File: src/rtl/signed_div_sequencer_if.sv
// Handshake and operand/result bundle for signed_div_sequencer.
// master drives requests, slave is the divider.
interface signed_div_sequencer_if #(
  parameter int unsigned WIDTH = 32
);
  logic             start;
  logic [WIDTH-1:0] dividend;
  logic [WIDTH-1:0] divisor;
  logic             busy;
  logic             done;
  logic [WIDTH-1:0] quotient;
  logic [WIDTH-1:0] remainder;
  logic             div_by_zero;

  modport master (
    output start, dividend, divisor,
    input  busy, done, quotient, remainder, div_by_zero
  );

  modport slave (
    input  start, dividend, divisor,
    output busy, done, quotient, remainder, div_by_zero
  );
endinterface

File: src/rtl/signed_div_sequencer.sv
// Multi-cycle signed restoring divider: IDLE -> RUN (WIDTH steps) -> FIX -> DONE.
// Optional SIGNED_DIV_ZERO_FASTPATH_EN skips RUN/FIX when the divisor is zero.
module signed_div_sequencer #(
  parameter int unsigned WIDTH = 32
) (
  input  logic                  clk,
  input  logic                  rst_n,
  signed_div_sequencer_if.slave bus
);
  localparam int unsigned MW = WIDTH + 1;
  localparam int unsigned CW = (WIDTH > 2) ? $clog2(WIDTH) : 1;

  localparam logic [1:0] IDLE = 2'd0;
  localparam logic [1:0] RUN  = 2'd1;
  localparam logic [1:0] FIX  = 2'd2;
  localparam logic [1:0] DONE = 2'd3;

  logic [1:0]       state,     state_nxt;
  logic [CW-1:0]    count,     count_nxt;
  logic [WIDTH-1:0] rem,       rem_nxt;
  logic [WIDTH-1:0] q,         q_nxt;
  logic [MW-1:0]    dvs,       dvs_nxt;
  logic             sign_q,    sign_q_nxt;
  logic             sign_r,    sign_r_nxt;
  logic             dz_pend,   dz_pend_nxt;
  logic             busy,      busy_nxt;
  logic             done,      done_nxt;
  logic [WIDTH-1:0] quotient,  quotient_nxt;
  logic [WIDTH-1:0] remainder, remainder_nxt;
  logic             dz,        dz_nxt;
  logic [MW-1:0]    rem_sh;
  logic [WIDTH-1:0] q_sh;

  // Two's-complement magnitude, one bit wider so the most negative value is exact.
  function automatic logic [MW-1:0] mag(input logic [WIDTH-1:0] x);
    logic [MW-1:0] ext;
    ext = {x[WIDTH-1], x};
    return x[WIDTH-1] ? (~ext + MW'(1)) : ext;
  endfunction

  assign rem_sh = {rem, q[WIDTH-1]};
  assign q_sh   = {q[WIDTH-2:0], 1'b0};

  always_comb begin
    state_nxt     = state;
    count_nxt     = count;
    rem_nxt       = rem;
    q_nxt         = q;
    dvs_nxt       = dvs;
    sign_q_nxt    = sign_q;
    sign_r_nxt    = sign_r;
    dz_pend_nxt   = dz_pend;
    busy_nxt      = busy;
    done_nxt      = 1'b0;
    quotient_nxt  = quotient;
    remainder_nxt = remainder;
    dz_nxt        = dz;

    case (state)
      IDLE: begin
        if (bus.start) begin
          q_nxt       = WIDTH'(mag(bus.dividend));
          dvs_nxt     = mag(bus.divisor);
          rem_nxt     = '0;
          sign_q_nxt  = bus.dividend[WIDTH-1] ^ bus.divisor[WIDTH-1];
          sign_r_nxt  = bus.dividend[WIDTH-1];
          dz_pend_nxt = (bus.divisor == '0);
          count_nxt   = CW'(WIDTH - 1);
          busy_nxt    = 1'b1;
          dz_nxt      = 1'b0;
          state_nxt   = RUN;
`ifdef SIGNED_DIV_ZERO_FASTPATH_EN
          if (bus.divisor == '0) begin
            quotient_nxt  = '1;
            remainder_nxt = bus.dividend;
            state_nxt     = DONE;
          end
`endif
        end
      end
      RUN: begin
        // One restoring step: trial-subtract the divisor from the shifted remainder.
        if (rem_sh >= dvs) begin
          rem_nxt = WIDTH'(rem_sh - dvs);
          q_nxt   = {q_sh[WIDTH-1:1], 1'b1};
        end else begin
          rem_nxt = WIDTH'(rem_sh);
          q_nxt   = q_sh;
        end
        count_nxt = count - CW'(1);
        if (count == '0) state_nxt = FIX;
      end
      FIX: begin
        if (dz_pend) quotient_nxt = '1;
        else         quotient_nxt = sign_q ? (~q + WIDTH'(1)) : q;
        remainder_nxt = sign_r ? (~rem + WIDTH'(1)) : rem;
        state_nxt     = DONE;
      end
      DONE: begin
        done_nxt  = 1'b1;
        busy_nxt  = 1'b0;
        dz_nxt    = dz_pend;
        state_nxt = IDLE;
      end
      default: state_nxt = IDLE;
    endcase
  end

  always_ff @(posedge clk or negedge rst_n) begin
    if (!rst_n) begin
      state     <= IDLE;
      count     <= '0;
      rem       <= '0;
      q         <= '0;
      dvs       <= '0;
      sign_q    <= 1'b0;
      sign_r    <= 1'b0;
      dz_pend   <= 1'b0;
      busy      <= 1'b0;
      done      <= 1'b0;
      quotient  <= '0;
      remainder <= '0;
      dz        <= 1'b0;
    end else begin
      state     <= state_nxt;
      count     <= count_nxt;
      rem       <= rem_nxt;
      q         <= q_nxt;
      dvs       <= dvs_nxt;
      sign_q    <= sign_q_nxt;
      sign_r    <= sign_r_nxt;
      dz_pend   <= dz_pend_nxt;
      busy      <= busy_nxt;
      done      <= done_nxt;
      quotient  <= quotient_nxt;
      remainder <= remainder_nxt;
      dz        <= dz_nxt;
    end
  end

  assign bus.busy        = busy;
  assign bus.done        = done;
  assign bus.quotient    = quotient;
  assign bus.remainder   = remainder;
  assign bus.div_by_zero = dz;
endmodule
File: src/flat_wrapper.sv
// flat-port wrapper written by rule: the top's interface ports become plain ports
module signed_div_sequencer_flat 
#(
  parameter int unsigned WIDTH = 32
)
  (clk, rst_n, bus_start, bus_dividend, bus_divisor, bus_busy, bus_done, bus_quotient, bus_remainder, bus_div_by_zero);
  signed_div_sequencer_if #(.WIDTH(WIDTH)) bus_i ();
  input  logic clk;
  input  logic rst_n;
  input wire logic [$bits(bus_i.start)-1:0] bus_start;
  input wire logic [$bits(bus_i.dividend)-1:0] bus_dividend;
  input wire logic [$bits(bus_i.divisor)-1:0] bus_divisor;
  output wire logic [$bits(bus_i.busy)-1:0] bus_busy;
  output wire logic [$bits(bus_i.done)-1:0] bus_done;
  output wire logic [$bits(bus_i.quotient)-1:0] bus_quotient;
  output wire logic [$bits(bus_i.remainder)-1:0] bus_remainder;
  output wire logic [$bits(bus_i.div_by_zero)-1:0] bus_div_by_zero;
  assign bus_i.start = bus_start;
  assign bus_i.dividend = bus_dividend;
  assign bus_i.divisor = bus_divisor;
  assign bus_busy = bus_i.busy;
  assign bus_done = bus_i.done;
  assign bus_quotient = bus_i.quotient;
  assign bus_remainder = bus_i.remainder;
  assign bus_div_by_zero = bus_i.div_by_zero;
  signed_div_sequencer #(.WIDTH(WIDTH)) u_core (.clk(clk), .rst_n(rst_n), .bus(bus_i));
endmodule
File: config.mk
export PLATFORM = sky130hd
export DESIGN_NAME = signed_div_sequencer_flat
export DESIGN_NICKNAME = d
export VERILOG_FILES = /design/src/rtl/signed_div_sequencer_if.sv /design/src/rtl/signed_div_sequencer.sv /design/src/flat_wrapper.sv
export SDC_FILE = /design/constraint.sdc
export NUM_CORES = 1
export LEC_CHECK = 0
export BUFFER_PORTS_ARGS = -buffer_cell sky130_fd_sc_hd__clkbuf_2
export CAP_MARGIN = 30
export CORE_MARGIN = 5
export CORE_UTILIZATION = 30
export DETAILED_ROUTE_END_ITERATION = 8
export GPL_ROUTABILITY_DRIVEN = 0
export PLACE_DENSITY = 0.56
export SLEW_MARGIN = 30
export SYNTH_ARGS = -nofsm -noshare
export SYNTH_HDL_FRONTEND = slang
export SYNTH_SLANG_ARGS = --single-unit
File: constraint.sdc
create_clock -name clk -period 4.2 [get_ports clk]
set_input_delay 0 -clock clk [delete_from_list [all_inputs] [get_ports clk]]
set_output_delay 0 -clock clk [all_outputs]
set_load 0.02 [all_outputs]
======== Yosys cells after proc, flatten, opt, wreduce, memory -nomap -nowiden ========
Cells that the tools add are included.
W data, S select, Z words.
storage, ports and cells
  register bits ........................... 174
  input bits .............................. 67
operators by class
  add/sub/neg operators ................... 6
  $lt $le $gt $ge ......................... 1
  eq/ne operators ......................... 5
  muxes and demuxes ....................... 21
  bitwise logic cells ..................... 5
  reduce and logical (&&, ||, !) cells .... 9
operators with widths
  cell                     number
  $mux W32                 7
  $pmux W32 S2             2
  $add A32 B1 Y32 const B  3
  $not A32 Y32             3
  $add A33 B1 Y33 const B  1
  $ge A33 B33 Y1           1
  $mux W33                 1
  $not A33 Y33             1
  $logic_not A32 Y1        1
  $sub A32 B32 Y32         1
  $pmux W5 S2              1
  $pmux W2 S4              1
  $reduce_and A2 Y1        4
  $logic_not A5 Y1         1
  $mux W5                  1
  $sub A5 B1 Y5 const B    1
  $eq A2 B2 Y1 const B     2
  $mux W1                  4
  $mux W2                  2
  $pmux W1 S2              2
  $reduce_bool A2 Y1       2
  $eq A2 B1 Y1 const B     1
  $logic_not A2 Y1         1
  $ne A2 B1 Y1 const B     1
  other kinds (2)          2

======== Longest topological paths before layout ========
Gate-level depths: netlist of the first run.
  word-level depth ........................ 5
  gate-level depth with buffers ........... 14
  mapped depth without buffers ............ 13

======== Worst setup path after synthesis of the first run ========
No wires, ideal clock.
  path kind ............................... register to register
  start point ............................. register u_core.q[4]
  end point ............................... register u_core.quotient[28] (netlist: u_core.bus.quotient[28])
  setup time .............................. 0.137 ns
  data arrival time ....................... 3.298 ns
  path slack .............................. 0.765 ns
  cell stages (with the launch flop) ...... 9
  path buffers ............................ 0
  path through ............................ dfrtp_1 or4_4 or4_1 or4_4 or4_4 or4_4 o31ai_4 xor2_1 a21oi_1
on the way
  word-level cells in the longest chain between the ends .. 4
ends and longest elaborated chain
  what                    line                         text
  from (decl)             signed_div_sequencer.sv:21   logic [WIDTH-1:0] q, q_nxt;
  from (signal assigned)  signed_div_sequencer.sv:128  q <= q_nxt;
  $not A32 Y32            signed_div_sequencer.sv:95   else quotient_nxt = sign_q ? (~q + WIDTH'(1)) : q;
  $add A32 B1 Y32         signed_div_sequencer.sv:95
  $mux W32                signed_div_sequencer.sv:95
  $mux W32                signed_div_sequencer.sv:94   if (dz_pend) quotient_nxt = '1;
  to (signal assigned)    signed_div_sequencer.sv:135  quotient <= quotient_nxt;
  to (decl)               signed_div_sequencer.sv:28   logic [WIDTH-1:0] quotient, quotient_nxt;
Every way passes these cells.
A chain may end at the register's enable or synchronous reset.

======== Worst setup path after layout of the first run ========
Same ends and word-level chain as after synthesis.

==> impl_metrics.tcl, run 1 <==
set metrics [dict create \
    clkSinkCount 174 \
    drv_cap 0 \
    leakagePower_nw 6.054 \
    rr_startpoint "u_core.q[4]" \
    drive_above_1_share_pct 15.19 \
    worst-setup-path-type "reg2reg" \
    r2r-end "u_core.bus.quotient[28]" \
    cts_tree "built" \
    fin_setup_tns_ps 0 \
    drc 0 \
    cts_setup_buffers 0 \
    tightest_slew_ps 816.5 \
    grt_max_degree 106 \
    clkPwrFrac_pct 15.0 \
    via_per_inst 5.067 \
    initial_core_util_pct 30.36 \
    grt_remaining_overflow 0 \
    switching_share_pct 48.00 \
    syn_area_mm2 0.01111 \
    cts-root-buf "clkbuf_16" \
    grtUsageTotal_pct 15.22 \
    drtAntennaViolNets 0 \
    layout.nets 1520 \
    cts-buffers-inserted 17 \
    fin_crit_sh_pct 86.04 \
    cts.path.max_buffers 2 \
    hp-start "bus_dividend[0]" \
    htreeDepth 4 \
    synth_edf_count 0 \
    fin_cells 1890 \
    power_switching_mw 5.591 \
    synthSimpleGateAreaFrac_pct 14.51 \
    dp_cells 1798 \
    pin_count 134 \
    crit_path_start_kind "flop" \
    grt_first_pass_wirelength_um 51720 \
    crit_arrival_ps 3910 \
    synthAdderAreaFrac_pct 5.021 \
    period_needed_ps 3614 \
    drtIter0Drc 670 \
    holdPathStages 3 \
    status "finished clean" \
    fp.dieH_um 202.5 \
    synth-compound-area-share_pct 22.15 \
    grt_pass1_vias 9507 \
    power_frac_comb_pct 57.6 \
    synth.area.mux_share_pct 3.197 \
    synth_xor_area_share_pct 11.82 \
    endpoint_kind "flop" \
    antenna_found_initial 0 \
    wl_per_cell_um 16.60 \
    clk_transition_reported_paths_ps 70 \
    internal_power_mw 6.056 \
    dieWidth_um 202.5 \
    worstPathRequired_ps 4490 \
    timing.fmax_mhz 276.7 \
    setup_viol_count_final 0 \
    reg2reg_depth 8 \
    peakVddDrop_uv 365.4 \
    grt_setup_unrepaired "no" \
    relSlewSlack_pct 45.44 \
    drv_slew 0 \
    vias 9577 \
    async_reset_ff_share_pct 100.0 \
    fp-row-count 70 \
    syn_inst 1251 \
    yosys_register_bits 174 \
    worst_hold_path.endpoint "u_core.q[0]" \
    cp_max_fo 7 \
    whs_ps 21.51 \
    core_area_mm2 0.03661 \
    yosys.cell_types.count 57 \
    rrSetupSlack_ps 590 \
    routed_wl_um 31380 \
    power_mw 11.65 \
    hpwlAfterDp_um 23610 \
    yosysSeqAreaShare_pct 39.18 \
    synthFlopType "dfrtp_1" \
    crit_start "u_core.q[4]" \
    p_seq_share_pct 27.4 \
    hold_viol 0 \
    io_buffers 133 \
    die_area_mm2 0.04099 \
    power-per-cell-area_mw_per_mm2 862.3 \
    area_growth_syn_to_layout_pct 21.54 \
    syn_nets 1362 \
    fin_worst_skew_ps 10.23 \
    ys.warnings.count 0 \
    dr.pass1.iters 5 \
    hold_path_class "in2reg" \
    syn_avg_cell_area_um2 8.883 \
    clk_latency_ps 430 \
    synth_top_family_by_area "compound AO/OA/AOI/OAI gates" \
    antenna_cells 0 \
]
==> per-layer routing <==
metal  up-vias  global-route usage, %  share of wire [%]
met5         -                      0                  0
met4         0                  3.952                1.4
met3        24                  3.130                4.7
met2       215                  22.61                 43
met1      4534                  22.58                 51
li1       4804                      -                  -
==> cell usage after synthesis, types with 6 or more instances <==
cell type	n	area [µm²]
a21o_1	11	82.58
a21oi_1	105	525.5
a22oi_1	30	225.2
a32oi_1	9	78.83
buf_1	8	30.03
clkbuf_1	58	217.7
dfrtp_1	174	4354
ha_1	43	538.0
inv_1	56	210.2
mux2_2	12	135.1
mux2i_1	22	220.2
nand2_1	122	457.9
nand2b_1	8	50.05
nand3_1	12	60.06
nand4_1	7	43.79
nor2_1	77	289.0
nor2b_1	11	68.82
nor3_1	12	60.06
o21ai_0	151	755.7
o21bai_1	7	52.55
o22ai_1	6	37.54
o31ai_1	32	240.2
o41ai_1	14	122.6
or3_1	13	81.33
or4_1	30	225.2
or4_4	11	123.9
xnor2_1	37	324.1
xor2_1	113	989.7
==> kinds of logic (layout without fill, tap and decap cells) <==
logic type,count (synthesis),in the layout
AO/OA/AOI/OAI,401,401
XOR/XNOR,150,150
adder cells (fa/ha/maj),44,44
buffers and inverters,122,293
flip-flops,174,174
multiplexers,34,34
AND/OR/NAND/NOR,326,326
==> critical path, cell delays in order (launching register included) <==
cell and delay, ps:
dfrtp_1 460, or4_4 560, or4_1 510, or4_4 470
or4_4 530, or4_4 530, o31ai_4 190, xor2_1 160
a21oi_1 80
==> cells in the final DEF (no fill, tap or decap), types with 6 or more instances in the layout <==
cell	count
a21oi_1	105
dlygate4sd3_1	60
mux2i_1	22
o41ai_1	14
a32oi_1	9
nor2_1	76
ha_1	42
a21o_1	11
nand2_1	121
o31ai_1	32
nor2b_1	10
xnor2_1	37
nand4_1	7
or4_4	11
mux2_2	12
dfrtp_1	173
nand3_1	12
buf_4	11
o21bai_1	7
inv_1	56
clkbuf_2	132
clkbuf_16	17
nand2b_1	7
nor3_1	12
or4_1	30
o22ai_1	6
o21ai_0	151
or3_1	13
inv_6	6
a22oi_1	30
xor2_1	113
==> area by class of cell <==
| class | count | area [µm²] |
|---|---|---|
| multi-input combinational | 955 | 6335 |
| clock buffer | 18 | 439.2 |
| inverter | 56 | 210.2 |
| timing repair buffer | 205 | 1379 |
| clock inverter | 14 | 202.7 |
| fill | 3705 | 23100 |
| sequential | 174 | 4355 |
| tap | 468 | 585.6 |
==> state kept, by name (all words and copies together) (netlist names) <==
| name | cells |
|---|---|
| u_core.sign_r | 1 |
| u_core.sign_q | 1 |
| u_core.q | 32 |
| u_core.state | 2 |
| u_core.rem | 32 |
| u_core.dz_pend | 1 |
| u_core.dvs | 33 |
| u_core.bus.quotient | 32 |
| u_core.bus.busy | 1 |
| u_core.count | 5 |
| u_core.bus.remainder | 32 |
| u_core.bus.div_by_zero | 1 |
| u_core.bus.done | 1 |
==> power by group through the flow <==
stage | sequential [mW] | combinational (mW) | clock, mW
floorplan | 3.30 | 4.62 | 0
global placement | 3.19 | 6.62 | 0
detailed placement | 3.22 | 6.66 | 0
CTS | 3.19 | 6.75 | 1.80
global route | 3.31 | 7.50 | 1.86
finish | 3.19 | 6.70 | 1.75
==> metrics by stage <==
step	instance area (µm²)	util, %	setup slack, ps
2_1_floorplan	11110	-	764.9
3_3_place_gp	12240	33.42	650.6
3_5_place_dp	12260	33.50	606.3
4_1_cts	13510	36.89	588.9
5_1_grt	13510	36.89	427.9
6_report	13510	36.89	586.3
==> repair_timing <==
action	in CTS	in global routing
resized for setup	0	0
hold buffers	60	0
endpoints found under the hold margin	162	0
==> worst max-delay path by stage <==
stage                         endpoint  slack (ps)  cells after the start
6_report       u_core.bus.quotient[28]         590                      8
5_1_grt                 u_core.rem[31]         430                     11
4_1_cts        u_core.bus.quotient[28]         590                      8
3_5_place_dp   u_core.bus.quotient[30]         610                      8
3_3_place_gp   u_core.bus.quotient[28]         650                      8
2_1_floorplan  u_core.bus.quotient[28]         760                      8
No activity file was read; power rests on OpenSTA's default activity.
==> inputs of run 2 (changes only) <==
--- a/config.mk
+++ b/config.mk
@@ -8,10 +8,10 @@
 export BUFFER_PORTS_ARGS = -buffer_cell sky130_fd_sc_hd__clkbuf_2
 export CAP_MARGIN = 30
 export CORE_MARGIN = 5
-export CORE_UTILIZATION = 30
+export CORE_UTILIZATION = 59
 export DETAILED_ROUTE_END_ITERATION = 8
 export GPL_ROUTABILITY_DRIVEN = 0
-export PLACE_DENSITY = 0.56
+export PLACE_DENSITY = 0.9
 export SLEW_MARGIN = 30
 export SYNTH_ARGS = -nofsm -noshare
 export SYNTH_HDL_FRONTEND = slang
==> impl_metrics.tcl, run 2 (same netlist as run 1, synthesis figures left out) <==
set metrics [dict create \
    status "finished clean" \
    worst-path-buf-inv 0 \
    routed_wl_um 30050 \
    initial_core_util_pct 59.61 \
    cts-root-buf "clkbuf_16" \
    core_area_mm2 0.01864 \
    cts_tree "built" \
    cts_setup_buffers 0 \
    max_stage_delay_ps 570 \
    power-per-cell-area_mw_per_mm2 882.3 \
    grt_pass1_vias 9852 \
    setup_viol_count_final 0 \
    rr_startpoint "u_core.q[4]" \
    fin_setup_tns_ps 0 \
    drtIter0Drc 1123 \
    r2r-end "u_core.bus.quotient[30]" \
    rrSetupSlack_ps 440 \
    mostFrequentLayoutCell "dfrtp_1" \
    hpwlAfterDp_um 20300 \
    antenna_found_initial 0 \
    leakagePower_nw 6.034 \
    period_needed_ps 3762 \
    cp_max_fo 7 \
    grt_setup_unrepaired "no" \
    clk_latency_ps 440 \
    hp-start "bus_dividend[3]" \
    cp_common_cell "or4_4" \
    grtUsageTotal_pct 27.57 \
    io_buffers 133 \
    cts-buffers-inserted 17 \
    tightest_slew_ps 863.4 \
    worst_hold_path.endpoint "u_core.q[3]" \
    hold_viol 0 \
    timing.fmax_mhz 265.8 \
    worst-setup-path-type "reg2reg" \
    crit_arrival_ps 4050 \
    pin_count 134 \
    n_fill_cell 1327 \
    place_area_mm2 0.01192 \
    drc 0 \
    worstPathCellList "or4_4 -> or4_1 -> or4_4 -> or4_4 -> or4_4 -> o21ai_1 -> xor2_1 -> a21oi_1" \
    endpoint_kind "flop" \
    fin_worst_skew_ps 11.24 \
    dr.pass1.iters 6 \
    reg2reg_depth 8 \
    hold_path_class "in2reg" \
    mostFrequentLayoutCells "dfrtp_1 (173), o21ai_0 (151), clkbuf_2 (132), nand2_1 (121), xor2_1 (113)" \
    layout.nets 1524 \
    area_growth_syn_to_layout_pct 18.85 \
    vias 10350 \
    worstPathRequired_ps 4480 \
    relSlewSlack_pct 42.44 \
    fp-row-count 50 \
    drv_slew 0 \
    crit_start "u_core.q[4]" \
    htreeDepth 4 \
    drive_above_1_share_pct 14.94 \
    wl_per_cell_um 18.10 \
    crit_family "simple AND/OR/NAND/NOR gates" \
    power_mw 11.65 \
    largest_register_ffs 33 \
    post-place-ws_ps 542.9 \
    clkSinkCount 174 \
    clk_transition_reported_paths_ps 70 \
    die_area_mm2 0.02168 \
    antenna_cells 0 \
    setup_slack_ps 437.8 \
    grt_remaining_overflow 0 \
    cts_resized 0 \
    crit_path_start_kind "flop" \
    design_area_mm2 0.01321 \
    cts.path.max_buffers 2 \
    drtAntennaViolNets 0 \
    grt_max_degree 102 \
    holdPathStages 4 \
    top_register "u_core.dvs" \
    grt_first_pass_wirelength_um 49170 \
    dieWidth_um 147.2 \
    via_per_inst 6.233 \
    drv_cap 0 \
    peakVddDrop_uv 509.9 \
    fp.dieH_um 147.2 \
    fin_crit_sh_pct 89.58 \
    slowest_stage "or4_4" \
]
run 2: cell types whose count changed in the layout (fill, tap and decap cells not counted), moves of 2 or more:
| cell | delta |
|---|---|
| clkinvlp_4 | +3 |
| clkinv_8 | +2 |
| buf_4 | -3 |
| bufinv_16 | -3 |
| dlygate4sd3_1 | +7 |
| clkinv_2 | -2 |
run 2: final cells by class:
cell class,count,area [µm²],share of cell area (%)
flip-flops and latches,174,4355,32.98
well taps,234,292.8,2.217
multi-input cells,955,6335,47.96
repair buffers,209,1420,10.75
clock buffers,17,425.4,3.221
clock inverters,15,168.9,1.279
inverters,56,210.2,1.592
run 2: metal layers:
metal	track usage [%]	wire length, µm	vias to the layer above
met5	0	0	-
met4	8.900	687	0
met3	5.614	2715	75
met2	44.91	14180	532
met1	37.22	12460	4914
li1	-	-	4826
run 2: tightest hold or removal path, cell delays in order:
cell	delay (ps)
clkbuf_2	110
xnor2_1	90
a21oi_1	140
o21ai_0	90
run 2: power breakdown:
part	leakage, nW	switching [mW]	total [mW]	internal, mW
Combinational	3.59	4.20	6.81	2.61
Sequential	2.17	0.832	3.24	2.41
Clock	0.282	0.752	1.60	0.847
run 2: repair_timing:
| action | 4_1_cts | 5_1_grt |
|---|---|---|
| endpoints found under the hold margin | 160 | 0 |
| hold buffers | 67 | 0 |
| endpoints found under the setup margin | 0 | 0 |
run 2: worst max-delay path by stage:
| stage | to | slack (ps) | depth (start not counted) |
|---|---|---|---|
| floorplan | u_core.bus.quotient[28] | 760 | 8 |
| global placement | u_core.bus.quotient[28] | 640 | 8 |
| detailed placement | u_core.bus.quotient[30] | 540 | 8 |
| CTS | u_core.dvs[25] | 490 | 12 |
| global route | u_core.dvs[25] | 290 | 12 |
| finish | u_core.bus.quotient[30] | 440 | 8 |
run 2: metrics by stage:
| step | cells | hold WS (ps) | util [%] |
|---|---|---|---|
| floorplan | 1251 | -295.6 | - |
| global placement | 1560 | 159.9 | 63.89 |
| detailed placement | 1560 | 161.2 | 63.92 |
| CTS | 1659 | 19.60 | 70.70 |
| global route | 1660 | 54.19 | 70.85 |
| finish | 1660 | 29.36 | 70.85 |
==> inputs of run 3 (changes only) <==
--- a/config.mk
+++ b/config.mk
@@ -7,11 +7,13 @@
 export LEC_CHECK = 0
 export BUFFER_PORTS_ARGS = -buffer_cell sky130_fd_sc_hd__clkbuf_2
 export CAP_MARGIN = 30
+export CELL_PAD_IN_SITES_DETAIL_PLACEMENT = 1
+export CELL_PAD_IN_SITES_GLOBAL_PLACEMENT = 2
 export CORE_MARGIN = 5
-export CORE_UTILIZATION = 59
+export CORE_UTILIZATION = 36
 export DETAILED_ROUTE_END_ITERATION = 8
 export GPL_ROUTABILITY_DRIVEN = 0
-export PLACE_DENSITY = 0.9
+export PLACE_DENSITY = 0.89
 export SLEW_MARGIN = 30
 export SYNTH_ARGS = -nofsm -noshare
 export SYNTH_HDL_FRONTEND = slang
==> constraint.sdc (replaced) <==
create_clock -name clk -period 4.2 [get_ports clk]
set_input_delay 0.21 -clock clk [delete_from_list [all_inputs] [get_ports clk]]
set_output_delay 0.21 -clock clk [all_outputs]
set_load 0.02 [all_outputs]
==> impl_metrics.tcl, run 3 (same netlist as run 1, synthesis figures left out) <==
set metrics [dict create \
    grtUsageTotal_pct 18.81 \
    cts-root-buf "clkbuf_16" \
    fp.dieH_um 185.7 \
    worst-path-buf-inv 0 \
    via_per_inst 5.415 \
    status "finished clean" \
    cp_common_cell "or4_4" \
    mostFrequentLayoutCell "dfrtp_1" \
    drtIter0Drc 425 \
    vias 9536 \
    layout.nets 1463 \
    period_needed_ps 3663 \
    dieWidth_um 185.7 \
    crit_family "simple AND/OR/NAND/NOR gates" \
    leakagePower_nw 5.787 \
    cts_resized 0 \
    drc 0 \
    cts_hold_buf 1 \
    wl_per_cell_um 18.21 \
    fp-row-count 64 \
    design_area_mm2 0.01278 \
    largest_register_ffs 33 \
    cts_setup_buffers 0 \
    worstPathRequired_ps 4510 \
    grt_remaining_overflow 0 \
    mostFrequentLayoutCells "dfrtp_1 (173), o21ai_0 (151), clkbuf_2 (132), nand2_1 (121), xor2_1 (113)" \
    grt_pass1_vias 9812 \
    slowest_stage "or4_4" \
    cts.path.max_buffers 2 \
    worst-setup-path-type "reg2reg" \
    worstPathCellList "or4_4 -> or4_1 -> or4_4 -> or4_4 -> or4_4 -> o21ai_1 -> xor2_1 -> a21oi_1" \
    tightest_slew_ps 835.4 \
    grt_setup_unrepaired "no" \
    relSlewSlack_pct 44.10 \
    fin_worst_skew_ps 8.638 \
    drv_slew 0 \
    area_growth_syn_to_layout_pct 15.02 \
    peakVddDrop_uv 324.0 \
    timing.fmax_mhz 273.0 \
    hpwlAfterDp_um 24140 \
    crit_arrival_ps 3970 \
    endpoint_kind "flop" \
    clk_transition_reported_paths_ps 70 \
    hold_path_class "in2reg" \
    hold_viol 0 \
    die_area_mm2 0.03448 \
    core_area_mm2 0.03051 \
    htreeDepth 4 \
    fin_setup_tns_ps 0 \
    clk_latency_ps 440 \
    n_fill_cell 3592 \
    antenna_cells 0 \
    power-per-cell-area_mw_per_mm2 906.2 \
    cts-buffers-inserted 17 \
    drv_cap 0 \
    cp_max_fo 7 \
    cts_tree "built" \
    dr.pass1.iters 5 \
    drive_above_1_share_pct 15.90 \
    grt_first_pass_wirelength_um 52730 \
    setup_viol_count_final 0 \
    fin_crit_sh_pct 87.21 \
    grt_max_degree 95 \
    place_area_mm2 0.01217 \
    pin_count 134 \
    routed_wl_um 32060 \
    initial_core_util_pct 36.43 \
    clkSinkCount 174 \
    io_buffers 133 \
    antenna_found_initial 0 \
    max_stage_delay_ps 560 \
    crit_path_start_kind "flop" \
    drtAntennaViolNets 0 \
    top_register "u_core.dvs" \
]
run 3: worst reg2reg max path: stages, from the launching register on:
cell     delay [ps]
dfrtp_1         460
or4_4           560
or4_1           510
or4_4           480
or4_4           530
or4_4           530
o21ai_1         190
xor2_1          180
a21oi_1          80
run 3: final cells by class:
cell class	instances	area, µm²	share of cell area [%]
Multi-Input combinational cell	955	6330	49.52
Sequential cell	174	4355	34.07
Timing Repair Buffer	148	802.0	6.274
Tap cell	396	495.5	3.876
Clock buffer	18	429.2	3.357
Inverter	56	210.2	1.644
Clock inverter	14	160.2	1.253
run 3: routing by layer:
layer | up-vias | share of wire (%) | wire length (µm) | track usage [%]
met5 | - | 0 | 0 | 0
met1 | 4685 | 50 | 15930 | 27.31
li1 | 4691 | - | - | -
met3 | 16 | 3.5 | 1124 | 2.775
met4 | 0 | 0.94 | 300 | 4.080
met2 | 144 | 46 | 14710 | 29.90
run 3: path summary, 6_finish.rpt:
kind	slack (ps)	depth (start not counted)	to	startpoint
worst max-delay path	540	8	u_core.bus.quotient[30]	u_core.q[4]
min in group asynchronous	370	2	u_core.dvs[11]	rst_n
worst max register to register	540	8	u_core.bus.quotient[30]	u_core.q[4]
worst min-delay path	80	3	u_core.dvs[27]	bus_divisor[27]
worst min register to register	480	2	u_core.dvs[9]	u_core.dvs[9]
max in group asynchronous	2860	3	u_core.bus.remainder[16]	rst_n
run 3: stage by stage:
step | cells | setup slack, ps | util, % | total power [mW] | hold slack [ps]
after global placement | 1728 | 630.9 | 39.90 | 9.749 | 369.9
after detailed placement | 1728 | 549.1 | 39.90 | 9.968 | 369.2
after CTS | 1761 | 531.8 | 41.87 | 11.67 | 72.64
after global routing | 1761 | 340.2 | 41.90 | 12.58 | 91.81
after floorplan | 1251 | 764.9 | - | 7.923 | -85.59
final | 1761 | 537.1 | 41.90 | 11.58 | 84.84
run 3: power by group:
part	leakage [nW]	switching [mW]	internal (mW)
registers	2.17	0.810	2.41
clock network	0.285	0.734	0.890
logic	3.34	4.15	2.59
total	5.79	5.69	5.89
